**config.mk**
```make
export PLATFORM = sky130hd
export DESIGN_NAME = cdb_arbiter
export DESIGN_NICKNAME = d
export VERILOG_FILES = /design/src/rtl/cdb_arbiter.sv
export SDC_FILE = /design/constraint.sdc
export NUM_CORES = 1
export LEC_CHECK = 0
export ABC_AREA = 1
export BUFFER_PORTS_ARGS = -buffer_cell sky130_fd_sc_hd__buf_2
export CORE_MARGIN = 1
export CORE_UTILIZATION = 49
export DETAILED_ROUTE_END_ITERATION = 16
export HOLD_SLACK_MARGIN = 0.1
export PLACE_DENSITY = 0.72
export SLEW_MARGIN = 15
export SYNTH_ARGS = -nofsm -noshare
export SYNTH_HDL_FRONTEND = slang
export SYNTH_SLANG_ARGS = --single-unit
```
**constraint.sdc**
```tcl
create_clock -name clockIn -period 5.03 [get_ports clockIn]
set_input_delay 0.503 -clock clockIn [delete_from_list [all_inputs] [get_ports clockIn]]
set_output_delay 0.503 -clock clockIn [all_outputs]
set_load 0.01 [all_outputs]
```
**src/rtl/cdb_arbiter.sv**
```systemverilog
// Common data bus arbiter: per-source result FIFOs drained one entry per cycle
// through a round-robin grant into a registered CDB output.
module cdb_arbiter #(
  parameter int ROB_WIDTH  = 4,
  parameter int NUM_SRC    = 3,
  parameter int FIFO_WIDTH = 2
) (
  input  logic                          clockIn,
  input  logic                          resetIn,
  input  logic                          readyIn,
  input  logic                          flushIn,
  input  logic [NUM_SRC-1:0]            srcValid,
  input  logic [32*NUM_SRC-1:0]         srcVal,
  input  logic [ROB_WIDTH*NUM_SRC-1:0]  srcDest,
  output logic [NUM_SRC-1:0]            srcStall,
  output logic                          cdbFlag,
  output logic [31:0]                   cdbVal,
  output logic [ROB_WIDTH-1:0]          cdbDest,
  output logic [1:0]                    cdbSrc,
  output logic                          overflowErr
);

  localparam int DEPTH   = 1 << FIFO_WIDTH;
  localparam int ENTRY_W = 32 + ROB_WIDTH;
  localparam int CNT_W   = FIFO_WIDTH + 1;
  localparam logic [CNT_W-1:0] FULL_CNT  = CNT_W'(DEPTH);
  localparam logic [CNT_W-1:0] STALL_CNT = CNT_W'(DEPTH - 1);

  logic                       enable;
  logic [NUM_SRC-1:0]         nonEmpty;
  logic [NUM_SRC-1:0]         popSel;
  logic [NUM_SRC-1:0]         pushAcc;
  logic [NUM_SRC-1:0]         pushDrop;
  logic [ENTRY_W*NUM_SRC-1:0] headFlat;
  logic [ENTRY_W-1:0]         headSel;
  logic [1:0]                 lastReg;
  logic [1:0]                 winner;
  logic                       anyGrant;

  // Reset and flush both take priority over normal traffic.
  assign enable = resetIn && readyIn && !flushIn;

  genvar gi;
  generate
    for (gi = 0; gi < NUM_SRC; gi++) begin : gSrc
      logic [ENTRY_W-1:0]    mem [DEPTH];
      logic [FIFO_WIDTH-1:0] wrPtrReg;
      logic [FIFO_WIDTH-1:0] rdPtrReg;
      logic [CNT_W-1:0]      countReg;
      logic                  full;

      assign full          = (countReg == FULL_CNT);
      assign nonEmpty[gi]  = (countReg != '0);
      assign srcStall[gi]  = (countReg >= STALL_CNT);
      assign headFlat[gi*ENTRY_W +: ENTRY_W] = mem[rdPtrReg];
      assign popSel[gi]    = enable && anyGrant && (winner == 2'(gi));
      // A full FIFO still accepts when its head leaves on the same edge.
      assign pushAcc[gi]   = enable && srcValid[gi] && (!full || popSel[gi]);
      assign pushDrop[gi]  = enable && srcValid[gi] && full && !popSel[gi];

      always_ff @(posedge clockIn) begin
        if (pushAcc[gi]) begin
          mem[wrPtrReg] <= {srcVal[32*gi +: 32], srcDest[ROB_WIDTH*gi +: ROB_WIDTH]};
        end
      end

      always_ff @(posedge clockIn) begin
        if (!resetIn || flushIn) begin
          wrPtrReg <= '0;
          rdPtrReg <= '0;
          countReg <= '0;
        end else if (readyIn) begin
          if (pushAcc[gi]) begin
            wrPtrReg <= wrPtrReg + FIFO_WIDTH'(1);
          end
          if (popSel[gi]) begin
            rdPtrReg <= rdPtrReg + FIFO_WIDTH'(1);
          end
          if (pushAcc[gi] && !popSel[gi]) begin
            countReg <= countReg + CNT_W'(1);
          end else if (popSel[gi] && !pushAcc[gi]) begin
            countReg <= countReg - CNT_W'(1);
          end
        end
      end
    end
  endgenerate

  // Search starts just after the last winner and wraps once around.
  always_comb begin
    int idx;
    idx      = 0;
    winner   = '0;
    anyGrant = 1'b0;
    for (int k = 0; k < NUM_SRC; k++) begin
      idx = (int'(lastReg) + 1 + k) % NUM_SRC;
      if (!anyGrant && nonEmpty[idx]) begin
        anyGrant = 1'b1;
        winner   = 2'(idx);
      end
    end
  end

  assign headSel = headFlat[int'(winner)*ENTRY_W +: ENTRY_W];

  always_ff @(posedge clockIn) begin
    if (!resetIn) begin
      cdbFlag     <= 1'b0;
      cdbVal      <= '0;
      cdbDest     <= '0;
      cdbSrc      <= '0;
      overflowErr <= 1'b0;
      lastReg     <= 2'(NUM_SRC - 1);
    end else if (flushIn) begin
      cdbFlag <= 1'b0;
    end else if (readyIn) begin
      if (anyGrant) begin
        cdbFlag           <= 1'b1;
        {cdbVal, cdbDest} <= headSel;
        cdbSrc            <= winner;
        lastReg           <= winner;
      end else begin
        cdbFlag <= 1'b0;
      end
      if (|pushDrop) begin
        overflowErr <= 1'b1;
      end
    end
  end

endmodule

```
* Word level (Yosys, flattened, before mapping)
Memory sizes are Yosys's and may differ from the RTL's. A register that Yosys moved wholly into a read port is not among the register bits. Index checks and enable logic that the tools add are counted.
Word-level totals: bits in registers 63, bits in writable memories 432, output and inout port bits 43, logic and storage cells 148, memories kept 3
Memory list:
- gSrc[0].mem | depth 4, bits a word 36, rd ports 1, clocked after Yosys merged registers in 1, write ports 1, RTL line 46 | logic [ENTRY_W-1:0] mem [DEPTH];
- gSrc[1].mem | depth 4, bits a word 36, rd ports 1, clocked after Yosys merged registers in 1, write ports 1, RTL line 46
- gSrc[2].mem | depth 4, bits a word 36, rd ports 1, clocked after Yosys merged registers in 1, write ports 1, RTL line 46
Cells by class: $add $sub $neg 15, multipliers 1, div/mod/pow operators 3, order comparisons 6, equality and inequality tests 5, shift operators 1, mux-type cells 34, bitwise logic cells 2, reductions and logical operators 63
Operators with widths (count):
- $shiftx A108 B9 Y36 | 1
- $lt A32 B4 Y1 const B | 3
- $mod A32 B3 Y32 const B | 3
- $add A32 B2 Y32 const B | 1
- $logic_and A1 B1 Y1 | 26
- $mux W2 | 9
- $mux W3 | 6
- $reduce_and A2 Y1 | 9
- $mux W1 | 16
- $logic_not A1 Y1 | 13
- $add A2 B1 Y2 const B | 6
- $add A3 B1 Y3 const B | 3
- $eq A3 B3 Y1 const B | 3
- $ge A3 B2 Y1 const B | 3
- $reduce_bool A3 Y1 | 3
- $sub A3 B1 Y3 const B | 3
- $bmux W1 S2 | 3
- $mul A2 B4 Y6 const B | 1
- $reduce_and A3 Y1 | 2
- $reduce_bool A2 Y1 | 3
- $add A3 B2 Y4 const B | 1
- $logic_or A1 B1 Y1 | 4
- $add A2 B1 Y3 const B | 1
- $reduce_or A3 Y1 | 1
- other kinds (5) | 6

* Depth between registers and ports, before layout
word-level depth 20, gate-level depth with buffers 24, depth with buffers taken out 23

* Worst setup path before layout
OpenSTA, ideal clock, no wires.
path type reg-to-reg, start point register cdbSrc[0] (netlist name), end point memory gSrc[0].mem[0][0] (netlist bit) (enable), library setup time 429 ps, data arrival time 3341 ps, data required time 4601 ps, path slack 1260 ps, cell stages (with the launch flop) 15, path through dfxtp_1 -> inv_1 -> ha_1 -> inv_2 -> nand3_2 -> nand2_1 -> nand2_2 -> nand2_4 -> nand4_1 -> nand2_2 -> buf_6 -> nand3_2 -> nand2_2 -> nand2_2 -> nor2_1
RTL lines (RTL line):
- to (decl) | 46

==> results.py <==
metrics = {
    "finish": {
        "fill_cells": 3147,
        "area_growth_pct": 14.9,
        "nNetsFinal": 2007,
        "layout.cells.non_filler": 2441,
        "layout_common_cells": "edfxtp_1 (432), nor2_1 (315), o21ai_0 (158), buf_2 (157), nand2_1 (153)",
        "drive_gt1_frac": 0.162,
        "layout_commonest_cell": "edfxtp_1",
    },
    "drt": {
        "vias": 13450,
        "wl_per_cell_um": 20.3,
        "drt-vias-per-instance": 5.51,
        "dr.pass1.iters": 5,
        "drt_iter0_markers": 1361,
        "ant_nets": 0,
        "routed_wl_um": 49500,
        "drc_errors": 0,
    },
    "timing": {
        "finalMaxSlewViolations": 0,
        "timing.final.crit_period_ns": 3.54,
        "timing.fmax_mhz": 283,
        "hold_viol": 0,
        "fin_setup_tns_ns": 0,
        "tightest_slew_ns": 0.980,
        "finalCritPeriodShare": 0.703,
        "slew_headroom": 0.347,
        "setup_viol": 0,
        "clock_skew_ns": 0.0165,
        "fin_ws_ns": 1.49,
        "rsz0062_at_grt": "false",
        "whs_ns": 0.125,
    },
    "clocking": {
        "cts_sinks": 500,
        "cts_buffers": 50,
        "cts-root-buf": "clkbuf_16",
        "clock_path_buffers": 3,
        "cts_max_level": 2,
        "cts_tree": "done",
        "post_cts_buffers": 0,
        "clock_insertion_delay_worst_skew_ns": 0.60,
        "clkTransAtPathRegs_ns": 0.06,
    },
    "worst_setup_path": {
        "r2r_slack_ns": 1.49,
        "critPathLaunchType": "register",
        "critPathRequiredTime_ns": 5.31,
        "r2r_end": "gSrc[1].mem[0][27]$_DFFE_PP_",
        "timing.critical_path.buf_inv": 4,
        "critPathSlowestCell": "nor2_4",
        "cp_max_fo": 33,
        "cp_slowest_stage_delay_ns": 0.59,
        "critical_path_class": "register to register",
        "rr_startpoint": "cdbSrc[0]$_SDFFE_PN0P_",
        "cp.arrival_ns": 3.82,
        "end_kind": "register",
        "critPathTopFamily": "simple AND/OR/NAND/NOR gates",
        "r2r_cells": 15,
        "crit_chain": "inv_1 > ha_1 > inv_2 > nand3_2 > nand2_1 > nand2_2 > nand2_4 > nand3_2 > nand2_2 > inv_4 > nand3_2 > nand2_1 > nand2_2 > nor2_4 > buf_4",
    },
    "placed_design": {
        "placed_cells": 2330,
        "port_buffers": 157,
        "dp_slack_ns": 1.46,
        "dp_hpwl_um": 31600,
        "gp_congestion": 0.858,
    },
    "status": {
        "status": "completed",
    },
    "synth": {
        "syn_area_um2": 20100,
        "synth_top_area_share": 0.644,
        "ys_seq_area_frac": 0.712,
        "synth.distinct_cells": 28,
        "synth_nets": 1855,
        "syn-mean-instance-area_um2": 11.7,
        "synth_adder_area_share": 0.0142,
        "yosys_warnings": 0,
        "synth_seq_cells": 500,
        "synthTopCellsByArea": "edfxtp_1 (64%), dfxtp_1 (6.8%), nor2_1 (6.1%)",
        "syn_inst": 1719,
        "yosysTopAreaCell": "edfxtp_1",
        "synthMuxAreaShare": 0,
        "synthSimpleGateAreaFrac": 0.135,
        "synth_compound_area_frac": 0.0989,
        "synth_top_family_by_area": "simple AND/OR/NAND/NOR gates",
        "synth_xor_xnor_area_share": 0,
    },
    "min_path": {
        "hold_depth": 1,
        "hold_path_end": "gSrc[2].mem[1][35]$_DFFE_PP_",
        "min_path_type": "input port to register",
        "hold_path_startpoint": "srcVal[95]",
    },
    "global_routing": {
        "grt_max_degree": 74,
        "antenna_found_initial": 1,
        "grt_overflow_total": 0,
        "grt_pass1_vias": 12770,
        "grt_usage": 0.239,
        "grt_first_pass_wirelength_um": 74500,
    },
    "floorplanning": {
        "rows": 73,
        "start_util": 0.502,
        "fp.dieW_um": 205,
        "io-pin-count": 158,
        "dieArea_um2": 41900,
        "die-height_um": 205,
        "core_um2": 40100,
    },
    "power": {
        "leakage_nw": 8.58,
        "peakVddDrop_uv": 316,
        "powerDensity_nw_per_um2": 447,
    },
    "job": {
        "maxCapViolations": 0,
    },
}
## worst register-to-register path: stages (launching register included)
cell	delay, ns
dfxtp_1	0.38
inv_1	0.07
ha_1	0.40
inv_2	0.09
nand3_2	0.09
nand2_1	0.06
nand2_2	0.08
nand2_4	0.08
nand3_2	0.08
nand2_2	0.08
inv_4	0.34
nand3_2	0.19
nand2_1	0.11
nand2_2	0.18
nor2_4	0.60
buf_4	0.39
## cells by family after synthesis
group                    after synthesis
AND/OR/NAND/NOR                      641
flip-flops                           500
AO/OA/AOI/OAI                        361
buffers and inverters                196
adder cells (fa/ha/maj)               21
## synthesized netlist by cell type
master,instances
a21oi_1,121
edfxtp_1,432
nand3b_1,1
ha_1,18
fa_1,3
clkinv_1,2
nor2_1,327
nor3_1,6
nand4_1,4
inv_2,14
dfxtp_1,68
clkbuf_1,63
nor2_4,2
inv_4,1
nand2_4,5
nand3_1,127
a32o_1,36
buf_4,2
inv_1,83
nand2_2,7
buf_1,13
nand2_1,153
o21ai_1,44
buf_2,10
buf_6,8
o211ai_1,2
o21ai_0,158
nand3_2,9
## metal layers
layer	up-vias	GRT usage	routed length (um)
met2	501	0.379	23300
li1	6370	-	-
met4	0	0.0906	1550
met3	79	0.0422	4040
met1	6500	0.328	20600
met5	-	0	0
## report_power, final
part           leakage (nW)  internal [mW]  switching [mW]
sequential             4.45           4.67           0.146
combinational          3.37          0.555            1.43
clock                 0.763           1.99            1.56
## state kept, by name, indices dropped and copies added (netlist names), named ones only
name,flops
gSrc.countReg,9
lastReg,1
cdbVal,32
cdbFlag,1
cdbDest,4
gSrc.mem,432
gSrc.rdPtrReg,6
cdbSrc,2
overflowErr,1
gSrc.wrPtrReg,6
## how the worst max path moves through the flow
stage,endpoint,cells past startpoint,from
after CTS,gSrc[1].mem[0][27]$_DFFE_PP_,15,cdbSrc[0]$_SDFFE_PN0P_
after global placement,gSrc[0].countReg[2]$_SDFFE_PP0P_,21,cdbSrc[0]$_SDFFE_PN0P_
after floorplan,gSrc[0].mem[0][0]$_DFFE_PP_,14,cdbSrc[0]$_SDFFE_PN0P_
final,gSrc[1].mem[0][27]$_DFFE_PP_,15,cdbSrc[0]$_SDFFE_PN0P_
after detailed placement,gSrc[1].mem[0][27]$_DFFE_PP_,15,cdbSrc[0]$_SDFFE_PN0P_
after global routing,gSrc[1].countReg[2]$_SDFFE_PP0P_,21,cdbSrc[0]$_SDFFE_PN0P_
## cell type report
cell class | count | area (um2) | area share
Tap cell | 525 | 657 | 0.0284
Clock buffer | 68 | 1380 | 0.0597
Inverter | 100 | 379 | 0.0164
Clock inverter | 26 | 179 | 0.00773
Antenna cell | 3 | 7.51 | 0.000324
Sequential cell | 500 | 14300 | 0.620
Multi-Input combinational cell | 1023 | 5080 | 0.220
Timing Repair Buffer | 196 | 1110 | 0.0481
## metrics by stage
step	utilization	instance area [um2]	total power [mW]
global placement	0.534	21400	6.82
CTS	0.577	23100	10.4
finish	0.577	23100	10.3
floorplan	-	20100	6.05
global route	0.577	23100	10.7
detailed placement	0.534	21400	6.85
## repair_timing
item                                   4_1_cts  5_1_grt
gates resized for setup                      0        0
endpoints found under the hold margin       46        0
hold buffers                                14        0
(Power assumes the default switching activity.)
